## config.mk

```make
export PLATFORM = sky130hd
export DESIGN_NAME = ifu_inst_queue
export DESIGN_NICKNAME = d
export VERILOG_FILES = /design/src/rtl/ifu_inst_queue.sv
export SDC_FILE = /design/constraint.sdc
export NUM_CORES = 1
export LEC_CHECK = 0
export CELL_PAD_IN_SITES_DETAIL_PLACEMENT = 1
export CELL_PAD_IN_SITES_GLOBAL_PLACEMENT = 2
export CORE_AREA = 10 10 204 206
export CTS_BUF_LIST = sky130_fd_sc_hd__clkbuf_16
export CTS_CLUSTER_DIAMETER = 60
export DETAILED_ROUTE_END_ITERATION = 8
export DIE_AREA = 0 0 214 216
export GPL_TIMING_DRIVEN = 0
export MAX_ROUTING_LAYER = met4
export PLACE_DENSITY_LB_ADDON = 0.1
export SLEW_MARGIN = 20
export SYNTH_ARGS = -nofsm -noshare
export SYNTH_HDL_FRONTEND = slang
export SYNTH_SLANG_ARGS = --single-unit
```

## constraint.sdc

```tcl
create_clock -name clk -period 4.1 [get_ports clk]
set_clock_uncertainty 0.15 [all_clocks]
set_input_delay 0.41 -clock clk [delete_from_list [all_inputs] [get_ports clk]]
set_output_delay 0.41 -clock clk [all_outputs]
set_load 0.01 [all_outputs]
```

## src/rtl/ifu_inst_queue.sv

```systemverilog
// Instruction fetch queue: small circular FIFO of {pc, inst} pairs between
// fetch and decode, with valid/ready on both sides and a flush for redirects.
// Outputs are driven from registered state only, so no input reaches an
// output through combinational logic.
module ifu_inst_queue #(
    parameter  int DEPTH = 4,
    parameter  int XLEN  = 64,
    parameter  int IW    = 32,
    localparam int CW    = $clog2(DEPTH) + 1
) (
    input  logic            clk,
    input  logic            rst,
    input  logic            flush,
    input  logic            in_valid,
    output logic            in_ready,
    input  logic [XLEN-1:0] in_pc,
    input  logic [IW-1:0]   in_inst,
    output logic            out_valid,
    input  logic            out_ready,
    output logic [XLEN-1:0] out_pc,
    output logic [IW-1:0]   out_inst,
    output logic [CW-1:0]   count
);

    localparam int AW = $clog2(DEPTH);

    typedef struct packed {
        logic [XLEN-1:0] pc;
        logic [IW-1:0]   inst;
    } entry_t;

    entry_t          mem [DEPTH];
    logic [AW-1:0]   wr_ptr, rd_ptr;
    logic [CW-1:0]   cnt;
    logic            full, empty, push, pop;
    entry_t          head;

    assign full  = (cnt == CW'(DEPTH));
    assign empty = (cnt == '0);

    // Handshake outputs depend only on occupancy, never on this cycle's inputs.
    assign in_ready  = !full;
    assign out_valid = !empty;

    // Flush wins over both handshakes.
    assign push = in_valid  & in_ready  & !flush;
    assign pop  = out_valid & out_ready & !flush;

    assign head     = mem[rd_ptr];
    assign out_pc   = head.pc;
    assign out_inst = head.inst;
    assign count    = cnt;

    // Entry storage; not reset, contents are only observed while out_valid.
    always_ff @(posedge clk) begin
        if (push)
            mem[wr_ptr] <= '{pc: in_pc, inst: in_inst};
    end

    // Pointers and occupancy; pointers wrap naturally at the power-of-two depth.
    always_ff @(posedge clk or negedge rst) begin
        if (!rst) begin
            wr_ptr <= '0;
            rd_ptr <= '0;
            cnt    <= '0;
        end else if (flush) begin
            wr_ptr <= '0;
            rd_ptr <= '0;
            cnt    <= '0;
        end else begin
            if (push)
                wr_ptr <= wr_ptr + 1'b1;
            if (pop)
                rd_ptr <= rd_ptr + 1'b1;
            if (push && !pop)
                cnt <= cnt + 1'b1;
            else if (pop && !push)
                cnt <= cnt - 1'b1;
        end
    end

endmodule

```

==> results.md <==
- Layout Cell Area excl Fill: 0.0186 mm^2
- Final WL: 31500 um
- Core area: 0.0374 mm^2
- Initial antenna violation count: 3
- Clock-pin slew on the worst setup and hold paths: 60 ps
- Avg Cell Area, Syn: 25.6 um^2
- Dpl hpwl: 20800 um
- Syn_nets: 669
- IO Pins: 202
- H-tree Lvls: 2
- Area contributors post-synth: edfxtp_1 (80%), mux4_2 (15%), dfrtp_1 (1.2%)
- Layout area overhead: 29.4%
- Wirelength per Cell: 23.1 um
- CP Launch Type: flip-flop
- Yosys top cell area share: 80.1%
- DRC viols: 0
- Chip height: 216 um
- CTS max path bufs: 3
- Sequential fraction of the synthesis area: 81.3%
- Fmax: 306 MHz
- Largest net degree at the start of global routing: 43
- Via count: 6648
- Min cycle time layout: 3270 ps
- Leakage: 0.00594 uW
- Synth Warn #: 0
- Unique masters post-synth: 33
- Crit. End Element: output port
- CTS root buf: clkbuf_16
- CTS tree: yes
- Commonest cells post-synth: edfxtp_1 (384), mux4_2 (96), buf_2 (14), nor2_1 (9), dfrtp_1 (7)
- Non-Filler Instances: 1364
- Status: complete, no violations
- Setup violators final: 0
- Number of global-route vias before repair: 7559
- Crit Path Class: flip-flop to output port
- PwrDens: 581 mW/mm^2
- Die ar.: 0.0462 mm^2
- EDFF count, synth: 384
- Top_reg_cell synth: edfxtp_1
- Layout cells sized above 1: 22.0%
- Grt ovf: 0
- Final nets: 923
- Yosys top cell by area: edfxtp_1
- Count leader, synth: edfxtp_1
- Crit path max fanout: 10
- CTS Buf Count: 43
- Final ANT Viol Nets: 0
- Placed cell areas: 0.0173 mm^2
- DRT Pass-1 Iters: 4
- Data required time of the worst path: 3540 ps
- Rel. slew slack: 45.7%
- I/O Buffers: 200
- GRT Util Overall: 14.1%
- First-pass GRT wire length: 48100 um
- Final Core Density: 49.8%
- Initial Util: 38.5%
- Post-Synthesis Cells: 563
- Post-synth ARST share: 1.79%
- Filler Cell Count: 3309
- Seq cells post-synth: 391
- Die X: 214 um
- Setup TNS: 0 ps
- Max-cap check violation count: 0
- Clk_lat worst skew: 550 ps
- Syn Std Cell Area: 0.0144 mm^2
- Hold Violations, Final: 0
- Placed cell count: 1282
- HP Class: input port to flip-flop
- Vias per cell: 4.87
- GPL Wtd Cong: 0.726
- Final Cycle Share: 79.7%
- RSZ-0062 raised after global routing: false
- CP arrival: 2710 ps
- Row count: 71
- Tightest Pin Transition: 815 ps
- Cts repair resizes: 0
- VDD IR max: 439 uV
- Slew Viols, Final: 0
- CTS sink cnt: 391
- Starting DRT DRC Count: 364
## metal layers
metal  global-route usage (%)  vias up  part of all wire (%)
met2                     23.0      171                    51
met4                     4.64        0                   1.9
met3                     3.93       44                   6.0
met1                     16.6     3493                    41
met5                        -        -                     0
li1                         -     2940                     -
## report_power, final
group / internal (uW) / switching, uW
sequential: 4610 / 54.4
combinational: 1410 / 1130
clock: 2160 / 1470
total: 8180 / 2650
## layout make-up
cell class	count	area, um^2	area share (%)
flip-flops and latches	391	11700	62.8
well taps	511	639	3.43
diodes	3	7.51	0.0403
multi-input cells	140	2510	13.5
repair buffers	209	2230	12.0
clock inverters	33	221	1.19
inverters	6	22.5	0.121
clock buffers	45	1130	6.04
plain buffers	26	169	0.907
## path summary, 6_finish.rpt
| check | slack, ps | from | end | cells after the start |
|---|---|---|---|---|
| max reg2reg | 1530 | count[2]$_DFFE_PN0P_ | count[2]$_DFFE_PN0P_ | 7 |
| max in group asynchronous | 3000 | rst | count[1]$_DFFE_PN0P_ | 2 |
| min | 140 | out_ready | rd_ptr[0]$_DFFE_PN0P_ | 4 |
| min in group asynchronous | 530 | rst | count[2]$_DFFE_PN0P_ | 2 |
| max | 830 | rd_ptr[1]$_DFFE_PN0P_ | out_pc[54] | 4 |
| min reg2reg | 450 | wr_ptr[0]$_DFFE_PN0P_ | wr_ptr[0]$_DFFE_PN0P_ | 2 |
## stage by stage
stage / power [uW] / setup slack (ps) / hold WS, ps
after floorplan: 6080 / 254 / -35.6
after global placement: 7320 / -2280 / 434
after detailed placement: 7360 / 1050 / 444
after CTS: 11000 / 745 / 106
after global routing: 11300 / 705 / 217
final: 10800 / 833 / 142
## state kept, by name, summed over array words and instances (netlist names)
signal  count
wr_ptr      2
count       3
mem       384
rd_ptr      2
## cells in the final DEF, fill, tap and decap left out, types with 4 or more instances in the layout
cell type / n
edfxtp_1: 384
inv_1: 19
buf_2: 14
nor2_1: 9
mux4_2: 96
clkdlybuf4s50_1: 200
buf_16: 8
ha_1: 4
dfrtp_1: 7
and2_4: 4
clkbuf_16: 45
clkinv_2: 5
clkbuf_1: 6
clkinv_1: 10
## cells by family (layout without fill, tap and decap cells)
| group | after synthesis | count (layout) | share of synthesized area [%] |
|---|---|---|---|
| multiplexers | 100 | 100 | 15.3 |
| flip-flops | 391 | 391 | 81.3 |
| AO/OA/AOI/OAI | 11 | 11 | 0.608 |
| XOR/XNOR | 2 | 2 | 0.122 |
| adder cells (fa/ha/maj) | 5 | 5 | 0.487 |
| buffers and inverters | 32 | 319 | 1.33 |
| other | 0 | 3 | 0 |
| AND/OR/NAND/NOR | 22 | 22 | 0.826 |
## repair_timing
item | in CTS | in global routing
buffers inserted | 0 | 0
hold buffers | 1 | 0
hold endpoints to repair | 7 | 0
## worst max-delay path, cell delays in order (launching register included)
cell             delay (ps)
dfrtp_1                 310
buf_2                   240
clkbuf_1                650
mux4_2                  420
clkdlybuf4s50_1         530
Note: power is estimated with default switching activity, not from simulation.
